<file path="src/rtl/iir_wb_streamer.sv">
// iir_wb_streamer: stream front-end and Wishbone master for the IIR register block.
// Each buffered sample is written to X, the filter is given time to settle,
// then Y and STATUS are read back and emitted on the output stream.
module iir_wb_streamer #(
    parameter int DATA_WIDTH     = 32,
    parameter int ADDR_WIDTH     = 8,
    parameter int FIFO_DEPTH     = 4,
    parameter int SETTLE_CYCLES  = 4,
    parameter int TIMEOUT_CYCLES = 16
) (
    input  logic                  wb_clk_i,
    input  logic                  wb_rst_i,
    input  logic                  en,
    input  logic                  clr_err,
    input  logic [DATA_WIDTH-1:0] s_data,
    input  logic                  s_valid,
    output logic                  s_ready,
    output logic [DATA_WIDTH-1:0] m_data,
    output logic                  m_ovf,
    output logic                  m_valid,
    input  logic                  m_ready,
    output logic [ADDR_WIDTH-1:0] wbm_adr_o,
    output logic [DATA_WIDTH-1:0] wbm_dat_o,
    input  logic [DATA_WIDTH-1:0] wbm_dat_i,
    output logic                  wbm_we_o,
    output logic                  wbm_stb_o,
    output logic                  wbm_cyc_o,
    input  logic                  wbm_ack_i,
    output logic                  bus_err,
    output logic [15:0]           sample_cnt
);

    localparam int PW         = (FIFO_DEPTH > 1) ? $clog2(FIFO_DEPTH) : 1;
    localparam int CW         = PW + 1;
    localparam int SETTLE_EFF = (SETTLE_CYCLES < 1) ? 1 : SETTLE_CYCLES;
    localparam int TMO_EFF    = (TIMEOUT_CYCLES < 1) ? 1 : TIMEOUT_CYCLES;

    localparam logic [ADDR_WIDTH-1:0] ADR_X  = ADDR_WIDTH'(8'h00);
    localparam logic [ADDR_WIDTH-1:0] ADR_Y  = ADDR_WIDTH'(8'h04);
    localparam logic [ADDR_WIDTH-1:0] ADR_ST = ADDR_WIDTH'(8'h08);

    typedef enum logic [2:0] {
        ST_IDLE,
        ST_WR_X,
        ST_WAIT,
        ST_RD_Y,
        ST_GAP,
        ST_RD_ST,
        ST_OUT
    } state_t;

    state_t state_q;

    // input FIFO
    logic [DATA_WIDTH-1:0] mem_q [FIFO_DEPTH];
    logic [PW-1:0]         wr_ptr_q;
    logic [PW-1:0]         rd_ptr_q;
    logic [CW-1:0]         count_q;
    logic [CW-1:0]         count_d;
    logic                  s_ready_q;
    logic                  push;
    logic                  pop;

    // bus master / output registers
    logic [DATA_WIDTH-1:0] x_q;
    logic [ADDR_WIDTH-1:0] adr_q;
    logic [DATA_WIDTH-1:0] dat_o_q;
    logic                  we_q;
    logic                  stb_q;
    logic [DATA_WIDTH-1:0] m_data_q;
    logic                  m_ovf_q;
    logic                  m_valid_q;
    logic                  bus_err_q;
    logic [15:0]           sample_cnt_q;
    logic [31:0]           settle_cnt_q;
    logic [31:0]           tmo_cnt_q;
    logic                  ack_seen;
    logic                  tmo_hit;

    assign push     = s_valid && s_ready_q;
    assign pop      = (state_q == ST_IDLE) && en && (count_q != '0);
    assign ack_seen = stb_q && wbm_ack_i;
    assign tmo_hit  = stb_q && !wbm_ack_i && (tmo_cnt_q == 32'(TMO_EFF - 1));

    // next FIFO occupancy from this cycle's push/pop pair
    always_comb begin
        count_d = count_q;
        if (push && !pop) begin
            count_d = count_q + CW'(1);
        end else if (pop && !push) begin
            count_d = count_q - CW'(1);
        end
    end

    // FIFO storage; contents are don't-care until written
    always_ff @(posedge wb_clk_i) begin
        if (push) begin
            mem_q[wr_ptr_q] <= s_data;
        end
    end

    // FIFO pointers, occupancy and registered ready
    always_ff @(posedge wb_clk_i or posedge wb_rst_i) begin
        if (wb_rst_i) begin
            wr_ptr_q  <= '0;
            rd_ptr_q  <= '0;
            count_q   <= '0;
            s_ready_q <= 1'b1;
        end else begin
            if (push) begin
                wr_ptr_q <= wr_ptr_q + PW'(1);
            end
            if (pop) begin
                rd_ptr_q <= rd_ptr_q + PW'(1);
            end
            count_q   <= count_d;
            s_ready_q <= (count_d != CW'(FIFO_DEPTH));
        end
    end

    // sequencer: bus accesses, read-data capture, output handshake, error flag
    always_ff @(posedge wb_clk_i or posedge wb_rst_i) begin
        if (wb_rst_i) begin
            state_q      <= ST_IDLE;
            x_q          <= '0;
            adr_q        <= '0;
            dat_o_q      <= '0;
            we_q         <= 1'b0;
            stb_q        <= 1'b0;
            m_data_q     <= '0;
            m_ovf_q      <= 1'b0;
            m_valid_q    <= 1'b0;
            bus_err_q    <= 1'b0;
            sample_cnt_q <= '0;
            settle_cnt_q <= '0;
            tmo_cnt_q    <= '0;
        end else begin
            // stb is always low for at least one cycle before rising, so the
            // counter is already zero when a new access starts
            if (stb_q && !wbm_ack_i) begin
                tmo_cnt_q <= tmo_cnt_q + 32'd1;
            end else begin
                tmo_cnt_q <= '0;
            end

            if (tmo_hit) begin
                bus_err_q <= 1'b1;
            end else if (clr_err) begin
                bus_err_q <= 1'b0;
            end

            case (state_q)
                ST_IDLE: begin
                    if (pop) begin
                        x_q     <= mem_q[rd_ptr_q];
                        dat_o_q <= mem_q[rd_ptr_q];
                        adr_q   <= ADR_X;
                        we_q    <= 1'b1;
                        stb_q   <= 1'b1;
                        state_q <= ST_WR_X;
                    end
                end
                ST_WR_X: begin
                    if (ack_seen) begin
                        stb_q        <= 1'b0;
                        we_q         <= 1'b0;
                        settle_cnt_q <= 32'(SETTLE_EFF - 1);
                        state_q      <= ST_WAIT;
                    end else if (tmo_hit) begin
                        stb_q   <= 1'b0;
                        we_q    <= 1'b0;
                        state_q <= ST_IDLE;
                    end
                end
                ST_WAIT: begin
                    if (settle_cnt_q == '0) begin
                        adr_q   <= ADR_Y;
                        we_q    <= 1'b0;
                        stb_q   <= 1'b1;
                        state_q <= ST_RD_Y;
                    end else begin
                        settle_cnt_q <= settle_cnt_q - 32'd1;
                    end
                end
                ST_RD_Y: begin
                    if (ack_seen) begin
                        m_data_q <= wbm_dat_i;
                        stb_q    <= 1'b0;
                        state_q  <= ST_GAP;
                    end else if (tmo_hit) begin
                        stb_q   <= 1'b0;
                        state_q <= ST_IDLE;
                    end
                end
                ST_GAP: begin
                    adr_q   <= ADR_ST;
                    we_q    <= 1'b0;
                    stb_q   <= 1'b1;
                    state_q <= ST_RD_ST;
                end
                ST_RD_ST: begin
                    if (ack_seen) begin
                        m_ovf_q   <= wbm_dat_i[3];
                        stb_q     <= 1'b0;
                        m_valid_q <= 1'b1;
                        state_q   <= ST_OUT;
                    end else if (tmo_hit) begin
                        stb_q   <= 1'b0;
                        state_q <= ST_IDLE;
                    end
                end
                ST_OUT: begin
                    if (m_ready) begin
                        m_valid_q    <= 1'b0;
                        sample_cnt_q <= sample_cnt_q + 16'd1;
                        state_q      <= ST_IDLE;
                    end
                end
                default: begin
                    stb_q   <= 1'b0;
                    state_q <= ST_IDLE;
                end
            endcase
        end
    end

    assign s_ready    = s_ready_q;
    assign m_data     = m_data_q;
    assign m_ovf      = m_ovf_q;
    assign m_valid    = m_valid_q;
    assign wbm_adr_o  = adr_q;
    assign wbm_dat_o  = dat_o_q;
    assign wbm_we_o   = we_q;
    assign wbm_stb_o  = stb_q;
    assign wbm_cyc_o  = stb_q;
    assign bus_err    = bus_err_q;
    assign sample_cnt = sample_cnt_q;

endmodule

</file>
<file path="config.mk">
export PLATFORM = sky130hd
export DESIGN_NAME = iir_wb_streamer
export DESIGN_NICKNAME = d
export VERILOG_FILES = /design/src/rtl/iir_wb_streamer.sv
export SDC_FILE = /design/constraint.sdc
export NUM_CORES = 1
export LEC_CHECK = 0
export CORE_MARGIN = 1.5
export CORE_UTILIZATION = 53
export DETAILED_ROUTE_END_ITERATION = 16
export DONT_BUFFER_PORTS = 1
export PLACE_DENSITY = 0.74
export SLEW_MARGIN = 40
export SYNTH_ARGS = -nofsm -noshare
export SYNTH_HDL_FRONTEND = slang
export SYNTH_SLANG_ARGS = --single-unit
export TNS_END_PERCENT = 1
</file>
<file path="constraint.sdc">
create_clock -name wb_clk_i -period 4.42 [get_ports wb_clk_i]
set_input_delay 0.442 -clock wb_clk_i [delete_from_list [all_inputs] [get_ports wb_clk_i]]
set_output_delay 0.442 -clock wb_clk_i [all_outputs]
set_load 0.005 [all_outputs]
</file>
* After elaboration in Yosys (flattened, before gate mapping)
Memory sizes are Yosys's and may differ from the RTL's. A register that Yosys moved wholly into a read port is not among the register bits.
Cells that the tools add are included.
** Storage, ports and cells
- Bits in registers :: 136
- RAM bits :: 128
- Logic and storage cells :: 101
- Memories :: 1
** Cells by class
- Add/sub/neg operators :: 7
- Equal/unequal tests :: 16
- Multiplexer cells :: 31
- Bitwise gates (word level) :: 1
- Reduce and logical (&&, ||, !) cells :: 30
** Memories
- mem_q :: depth 4, width 32, rd ports 1, clocked after Yosys merged registers in 1, wr ports 1, RTL line 55 : logic [DATA_WIDTH-1:0] mem_q [FIFO_DEPTH];
** Operators with widths (number)
- two-way mux 32 bit :: 3
- case mux 32 bit (2 select lines) :: 1
- adder 32 x 1 -> 32 bit (second input constant) :: 1
- equality test 32 x 4 -> 1 bit (second input constant) :: 1
- zero test 32 bit :: 1
- subtractor 32 x 1 -> 32 bit (second input constant) :: 1
- two-way mux 3 bit :: 9
- case mux 8 bit (3 select lines) :: 1
- case mux 3 bit (7 select lines) :: 1
- adder 16 x 1 -> 16 bit (second input constant) :: 1
- two-way mux 8 bit :: 2
- != test 2 bit (second input constant) :: 6
- AND reduction 3 bit :: 4
- two-way mux 1 bit :: 11
- equality test 3 bit (second input constant) :: 3
- logical AND 1 bit :: 8
- AND reduction 2 bit :: 4
- AND reduction 4 bit :: 2
- equality test 3 x 2 -> 1 bit (second input constant) :: 2
- != test 3 bit (second input constant) :: 2
- nonzero test 2 bit :: 3
- nonzero test 3 bit :: 2
- case mux 1 bit (5 select lines) :: 1
- adder 2 x 1 -> 2 bit (second input constant) :: 2
- 11 further kinds :: 13

* Longest topological paths before layout
Gate-level depths: netlist (run 1).
- Word-level depth :: 7
- Gate-level depth with buffers :: 8
- Gate-level depth less buffers :: 7

* Worst setup path before layout (run 1)
No wires, ideal clock.
- Path kind :: register -> register
- From :: register settle_cnt_q[20]
- To :: register settle_cnt_q[3]
- Data arrival time :: 2.287 ns
- Required time :: 4.284 ns
- Slack :: 1.997 ns
- Cell stages (with the launch flop) :: 8
- Buffers on the path :: 2
- Cells stage by stage :: dfrtp_1 -> or4_4 -> or4_4 -> buf_6 -> nor4_4 -> buf_2 -> or3_1 -> a21oi_1
** On the way
- Longest elaborated chain between the ends :: 3
** Ends and longest elaborated chain
- start, declared :: RTL line 75 : logic [31:0] settle_cnt_q;
- start signal, assigned :: RTL line 167 : settle_cnt_q <= 32'(SETTLE_EFF - 1);
- start signal, assigned :: RTL line 182 : settle_cnt_q <= settle_cnt_q - 32'd1;
- zero test 32 bit :: RTL line 176 : if (settle_cnt_q == '0) begin
- != test 2 bit (no source line)
- AND reduction 3 bit (no source line)
Every way passes these cells.
A chain may end at the register's enable or synchronous reset.

* Worst setup path after layout (run 1)
- From :: register state_q[1]
- To :: register settle_cnt_q[14]
** On the way
- Longest elaborated chain between the ends :: 3
- Elaborated cells on any way between the ends :: 7
** Ends and longest elaborated chain
- start, declared :: RTL line 52 : state_t state_q;
- start signal, assigned :: RTL line 124 : state_q <= ST_IDLE;
- start signal, assigned :: RTL line 160 : state_q <= ST_WR_X;
- start signal, assigned :: RTL line 168 : state_q <= ST_WAIT;
- equality test 3 x 2 -> 1 bit or equality test 3 x 1 -> 1 bit (tied branches) :: RTL line 152 : case (state_q)
- != test 2 bit (no source line) or nonzero test 2 bit (tied branches)
- AND reduction 3 bit (no source line)
Several ways; a longest one is shown, not always the timed one.

==> results of run 1 <==
## routing by layer
layer	track usage, %	wire length [um]	vias up
li1	-	-	3345
met1	27.0	9970	3668
met2	35.3	12400	212
met3	4.74	1640	45
met4	6.78	595	0
met5	0	0	-
## worst paths after layout
check                                               end  slack [ns]  depth (start not counted)
setup / recovery           settle_cnt_q[14]$_DFFE_PP0P_        1.54                          5
hold / removal                    m_data[1]$_DFFE_PP0P_        0.05                          1
setup reg to reg           settle_cnt_q[14]$_DFFE_PP0P_        1.54                          5
hold reg to reg              sample_cnt[15]$_DFFE_PP0P_        0.50                          1
max in group asynchronous  settle_cnt_q[15]$_DFFE_PP0P_        3.16                          4
min in group asynchronous          count_q[1]$_DFF_PP0_        0.46                          3
## state kept, by name (all words and copies together) (netlist names), 3 cells and up
name and cells:
wbm_dat_o 32, mem_q 128, settle_cnt_q 32, tmo_cnt_q 32, count_q 3, m_data 32, state_q 3, sample_cnt 16
## Yosys cell counts, types with 7 or more instances
cell,n,area (um^2)
dfrtp_1,161,4030
edfxtp_1,128,3840
mux2_2,66,743
nor2_1,51,191
nand2_1,42,158
a21oi_1,32,160
mux4_2,32,721
nand3_1,26,130
clkbuf_1,25,93.8
or3_1,25,156
nand4_1,23,144
or4_1,23,173
xnor2_1,23,201
xor2_1,23,201
inv_1,17,63.8
o21ai_1,14,70.1
nor3_1,13,65.1
nor4_1,12,75.1
o21ai_0,12,60.1
ha_1,11,138
and3_1,10,62.6
buf_4,8,60.1
buf_1,7,26.3
o31ai_1,7,52.6
## per-stage QoR
step | utilization [%] | setup WS (ns) | instances | cell area (um^2)
4_1_cts | 62.7 | 1.56 | 1226 | 14200
3_5_place_dp | 55.4 | 1.56 | 1116 | 12500
3_3_place_gp | 55.2 | 1.60 | 1115 | 12500
2_1_floorplan | - | 1.92 | 867 | 12300
6_report | 62.7 | 1.54 | 1226 | 14200
5_1_grt | 62.7 | 1.36 | 1226 | 14200
## power by group through the flow
stage                     combinational (mW)  clock [mW]  sequential, mW
after global routing                    2.18        2.87            4.19
after CTS                               1.99        2.76            4.10
after global placement                  1.86           0            4.12
after floorplan                         1.67           0            3.87
final                                   1.97        2.70            4.10
after detailed placement                1.93           0            4.14
## cell type report
class	count	share of cell area [%]
repair buffers	67	4.76
inverters	17	0.476
flip-flops and latches	290	55.6
multi-input cells	513	28.9
well taps	285	2.51
clock inverters	19	1.77
clock buffers	35	5.94
## cells by family after synthesis
family                     after synthesis
and+or+nand+nor                        257
buffers and inverters                   64
adders and majority gates               13
xor gates and xnor gates                46
DFF                                    290
muxes                                  104
AOI/OAI and AO/OA                       87
other                                    1
==> flow_metrics.env, run 1 <==
export IMPL_io_buffers=0
export IMPL_vias=7270
export IMPL_worstHoldStart="wbm_dat_i[1]"
export IMPL_cts_buffers=30
export IMPL_wl_per_cell_um=20.0
export IMPL_cts_tree="built"
export IMPL_final_common_cell="dfrtp_1"
export IMPL_final_nets=1001
export IMPL_final_max_slew_violation_count=0
export IMPL_synth_xor_area_share_pct=3.29
export IMPL_cts_buffer_depth=3
export IMPL_drtIter0Drc=364
export IMPL_crit_arrival_ns=3.34
export IMPL_crit_buf_inv=0
export IMPL_grt_pass1_vias=7383
export IMPL_vdd_ir_drop_max_v=0.000456
export IMPL_p_leak_nw=5.42
export IMPL_synth_compound_gate_area_share_pct=4.26
export IMPL_area_growth_synth_to_final_pct=15.8
export IMPL_die_area_mm2=0.0241
export IMPL_async_reset_ff_share_pct=55.9
export IMPL_crit_chain="or3b_1 -> or4_1 -> or4_1 -> or3_1 -> a21oi_1"
export IMPL_hold_ws_ns=0.0536
export IMPL_cp_required_ns=4.88
export IMPL_powerDensity_mw_per_mm2=618
export IMPL_ys_seq_area_share_pct=64.4
export IMPL_fin_worst_skew_ns=0.0510
export IMPL_power_switching_mw=2.69
export IMPL_hold_path_class="in2reg"
export IMPL_yosys_area_share_simple_pct=11.8
export IMPL_die_x_um=155
export IMPL_first_pass_iters=5
export IMPL_grt_pass1_wl_um=39900
export IMPL_cts_resized=0
export IMPL_cp_top_family="simple AND/OR/NAND/NOR gates"
export IMPL_finalWirelength_um=24600
export IMPL_synth_avg_cell_area_um2=14.2
export IMPL_intPower_mw=6.09
export IMPL_setup_worst_path_start="state_q[1]$_DFFE_PP0P_"
export IMPL_die_h_um=155
export IMPL_fin_crit_ns=2.88
export IMPL_p_sw_share_pct=30.6
export IMPL_ios=166
export IMPL_regArea_mm2=0.00790
export IMPL_clk_pin_slew_ns=0.06
export IMPL_ctsHoldBuffers=56
export IMPL_ys_ff_latch=290
export IMPL_synth_top_family_by_area="multiplexers"
export IMPL_crit_top_cell="or4_1"
export IMPL_drc=0
export IMPL_p_comb_share_pct=22.5
export IMPL_syn_inst=862
export IMPL_grt_max_degree=88
export IMPL_n_antenna_cell=0
export IMPL_gr_total_overflow=0
export IMPL_synth_mux_area_share_pct=12.4
export IMPL_syn_area_mm2=0.0123
export IMPL_hold_violations=0
export IMPL_htree_levels=1
export IMPL_cts_setup_buffers=0
export IMPL_endpoint_kind="register"
export IMPL_ant_nets=0
export IMPL_clock_latency_ns=0.58
export IMPL_rsz0062_at_grt="no"
export IMPL_yosysWarningCount=0
export IMPL_worst_path_max_delay_cell="or3b_1"
export IMPL_mostFrequentLayoutCells="dfrtp_1 (160), edfxtp_1 (128), mux2_2 (66), dlygate4sd3_1 (56), nor2_1 (50)"
export IMPL_finalSetupViolCount=0
export IMPL_grtUsageTotal_pct=20.9
export IMPL_slowest_delay_ns=0.71
export IMPL_p_total_mw=8.77
export IMPL_clock_sinks=290
export IMPL_status="finished clean"
export IMPL_fillers=1618
export IMPL_cp_max_fo=22
export IMPL_p_clk_share_pct=30.8
export IMPL_crit_type="reg2reg"
export IMPL_cts_root_buffer_cell="clkbuf_16"
export IMPL_synth_flop_cell="dfrtp_1"
export IMPL_synth_adder_area_share_pct=1.29
export IMPL_multiInputGateArea_mm2=0.00411
export IMPL_fmax_mhz=347
export IMPL_antenna_found_initial=0
export IMPL_setup_tns_ns=0
export IMPL_dp_hpwl_um=14700
export IMPL_worst_slew_pin_slew_ns=0.751
export IMPL_reg2reg_from="state_q[1]$_DFFE_PP0P_"
export IMPL_synth_distinct_cells=61
export IMPL_maxCapViolations=0
export IMPL_max_slew_margin_pct=49.6
export IMPL_coreArea_mm2=0.0226
export IMPL_fin_crit_sh_pct=65.2
export IMPL_globalplace_congestion=0.825
export IMPL_viasPerCell=5.93
export IMPL_p_seq_share_pct=46.7
export IMPL_synth_edf_count=128
export IMPL_start_util_pct=54.1
export IMPL_start_kind="register"
export IMPL_rows=55
export IMPL_drive_gt1_share_pct=19.4
Power figures use the tool's default switching activity.
==> run 2, diff against run 1 <==
--- a/config.mk
+++ b/config.mk
@@ -5,6 +5,7 @@
 export SDC_FILE = /design/constraint.sdc
 export NUM_CORES = 1
 export LEC_CHECK = 0
+export ABC_AREA = 1
 export CORE_MARGIN = 1.5
 export CORE_UTILIZATION = 53
 export DETAILED_ROUTE_END_ITERATION = 16
==> constraint.sdc (replaced) <==
create_clock -name wb_clk_i -period 2.4 [get_ports wb_clk_i]
set_input_delay 0.24 -clock wb_clk_i [delete_from_list [all_inputs] [get_ports wb_clk_i]]
set_output_delay 0.24 -clock wb_clk_i [all_outputs]
set_load 0.005 [all_outputs]
==> run 2 against run 1 <==
Synthesized cell count is 62% higher. Worst hold slack gained 0.037 ns. First-iteration DRC count rose by 120%. Largest power group unchanged. Clock power is 59% higher. Die area is 6.6% higher.
==> flow_metrics.env, run 2 <==
export IMPL_yosysTopAreaCell="dfrtp_1"
export IMPL_die_h_um=160
export IMPL_yosysMostFrequentCell="nand2_1"
export IMPL_multiInputGateArea_mm2=0.00458
export IMPL_die_x_um=160
export IMPL_cp_max_fo=5
export IMPL_hold_path_class="in2reg"
export IMPL_crit_arrival_ns=2.35
export IMPL_ant_nets=0
export IMPL_clock_sinks=290
export IMPL_cts_tree="built"
export IMPL_hold_ws_ns=0.0910
export IMPL_min_to="state_q[0]$_DFFE_PP0P_"
export IMPL_crit_type="reg2reg"
export IMPL_ys_seq_area_share_pct=60.4
export IMPL_use_met1_pct=31.3
export IMPL_worst_slack_ns=0.481
export IMPL_vias=9815
export IMPL_clk_pin_slew_ns=0.06
export IMPL_cts_root_buffer_cell="clkbuf_16"
export IMPL_cts_buffers=30
export IMPL_rr_endpoint="settle_cnt_q[16]$_DFFE_PP0P_"
export IMPL_coreArea_mm2=0.0242
export IMPL_yosysWarningCount=0
export IMPL_dp_hpwl_um=19200
export IMPL_regArea_mm2=0.00790
export IMPL_finalSetupViolCount=0
export IMPL_fin_crit_sh_pct=79.9
export IMPL_p_sw_share_pct=39.8
export IMPL_fin_area_mm2=0.0151
export IMPL_ys_ff_latch=290
export IMPL_p_comb_share_pct=36.6
export IMPL_grt_max_degree=76
export IMPL_busiest_layer="met2"
export IMPL_viasPerCell=5.40
export IMPL_cp_required_ns=2.83
export IMPL_die_area_mm2=0.0256
export IMPL_synth_top_area_share_pct=30.8
export IMPL_fin_worst_skew_ns=0.0129
export IMPL_synth_top_cells_by_count="nand2_1 (390), nor2_1 (229), dfrtp_1 (161), edfxtp_1 (128), inv_1 (94)"
export IMPL_synth_edf_count=128
export IMPL_worstHoldStart="wbm_ack_i"
export IMPL_intPower_mw=11.1
export IMPL_grt_pass1_vias=9534
export IMPL_wl_per_cell_um=16.4
export IMPL_power_switching_mw=7.33
export IMPL_synth_distinct_cells=45
export IMPL_drive_gt1_share_pct=8.10
export IMPL_largest_reg_flops=128
export IMPL_antenna_found_initial=1
export IMPL_globalplace_congestion=0.955
export IMPL_mostFrequentLayoutCells="nand2_1 (390), nor2_1 (225), dfrtp_1 (160), edfxtp_1 (128), inv_1 (92)"
export IMPL_first_pass_iters=5
export IMPL_rsz0062_at_grt="no"
export IMPL_final_nets=1552
export IMPL_ios=166
export IMPL_cts_setup_buffers=0
export IMPL_use_met2_pct=38.9
export IMPL_grtUsageMet3_pct=3.77
export IMPL_ys_top_cells_by_area="dfrtp_1 (31%), edfxtp_1 (29%), nand2_1 (11%)"
export IMPL_htree_levels=1
export IMPL_reg2regPathDepth=9
export IMPL_start_kind="register"
export IMPL_post_dp_cell_area_mm2=0.0135
export IMPL_powerDensity_mw_per_mm2=1220
export IMPL_gr_total_overflow=0
export IMPL_p_leak_nw=6.60
export IMPL_fillers=1946
export IMPL_p_total_mw=18.4
export IMPL_syn_inst=1394
export IMPL_drtIter0Drc=814
export IMPL_rows=57
export IMPL_status="finished clean"
export IMPL_final_common_cell="nand2_1"
export IMPL_p_clk_share_pct=23.3
export IMPL_grtUsageTotal_pct=23.5
export IMPL_synth_flop_cell="dfrtp_1"
export IMPL_area_growth_synth_to_final_pct=15.4
export IMPL_vdd_ir_drop_max_v=0.000904
export IMPL_cts_buffer_depth=3
export IMPL_regMostFlops="mem_q"
export IMPL_async_reset_ff_share_pct=55.9
export IMPL_p_seq_share_pct=40.1
export IMPL_worst_slew_pin_slew_ns=0.645
export IMPL_hold_violations=0
export IMPL_maxCapViolations=0
export IMPL_dp_slack_ns=0.525
export IMPL_max_slew_margin_pct=57.0
export IMPL_reg2reg_from="settle_cnt_q[0]$_DFFE_PP0P_"
export IMPL_r2r_slack_ns=0.48
export IMPL_start_util_pct=54.0
export IMPL_finalWirelength_um=29700
export IMPL_drc=0
export IMPL_grt_pass1_wl_um=48600
export IMPL_setup_worst_path_start="settle_cnt_q[0]$_DFFE_PP0P_"
export IMPL_clock_latency_ns=0.55
export IMPL_fin_crit_ns=1.92
export IMPL_fmax_mhz=521
export IMPL_final_max_slew_violation_count=0
export IMPL_io_buffers=0
export IMPL_whs_path_depth=3
export IMPL_endpoint_kind="register"
export IMPL_synth_avg_cell_area_um2=9.39
export IMPL_syn_area_mm2=0.0131
run 2: what timing repair did:
action / in CTS / in global routing
hold endpoints to repair: 329 / 0
gates resized for setup: 0 / 0
hold buffers: 67 / 0
run 2: worst max-delay path, cell delays in order, from the launching register on:
cell	delay (ns)
dfrtp_1	0.38
inv_1	0.12
ha_1	0.29
nand2_1	0.15
nor2_1	0.36
nand2_1	0.15
xor2_1	0.18
nor2_1	0.06
nand2_1	0.08
nand2_1	0.05
run 2: kinds of logic (layout without fill, tap and decap cells):
| family | Yosys count | in the layout | share of synthesized area, % |
|---|---|---|---|
| xor+xnor | 50 | 50 | 3.35 |
| other cells | 1 | 7 | 0.0287 |
| flops | 290 | 290 | 60.4 |
| simple gates | 741 | 741 | 23.7 |
| compound gates | 149 | 149 | 6.48 |
| fa+ha+maj | 11 | 11 | 1.05 |
| buf+inv | 152 | 247 | 5.02 |
run 2: per-stage QoR:
step	util, %	setup TNS [ns]	instances
after CTS	62.3	0	1818
after global placement	55.7	0	1695
after detailed placement	55.7	0	1695
after global routing	62.3	0	1819
after floorplan	-	-9.54	1399
final	62.3	0	1819
run 2: layer usage:
layer | vias to the layer above | routed length [um]
li1 | 4695 | -
met1 | 4701 | 12600
met2 | 339 | 14300
met3 | 80 | 1760
met4 | 0 | 1070
met5 | - | 0
run 2: how the worst max path moves through the flow:
stage,end,slack (ns)
global placement,settle_cnt_q[13]$_DFFE_PP0P_,0.57
finish,settle_cnt_q[16]$_DFFE_PP0P_,0.48
global route,m_ovf$_DFFE_PP0P_,0.31
detailed placement,settle_cnt_q[12]$_DFFE_PP0P_,0.53
CTS,s_ready$_DFF_PP1_,0.50
floorplan,mem_q[0][0]$_DFFE_PP_,-0.07
run 2: cell type report:
cell class	instances	share of cell area [%]
flip-flops and latches	290	52.3
multi-input cells	957	30.3
repair buffers	88	5.98
clock buffers	40	5.49
well taps	324	2.68
inverters	103	2.62
clock inverters	16	0.572
diodes	1	0.0166
run 2: power groups by stage:
| stage | clock network, mW | logic [mW] | registers (mW) |
|---|---|---|---|
| final | 4.30 | 6.76 | 7.39 |
| after global routing | 4.57 | 7.65 | 7.51 |
| after CTS | 4.37 | 6.71 | 7.38 |
| after detailed placement | 0 | 6.57 | 7.45 |
| after global placement | 0 | 6.44 | 7.42 |
| after floorplan | 0 | 5.21 | 7.19 |
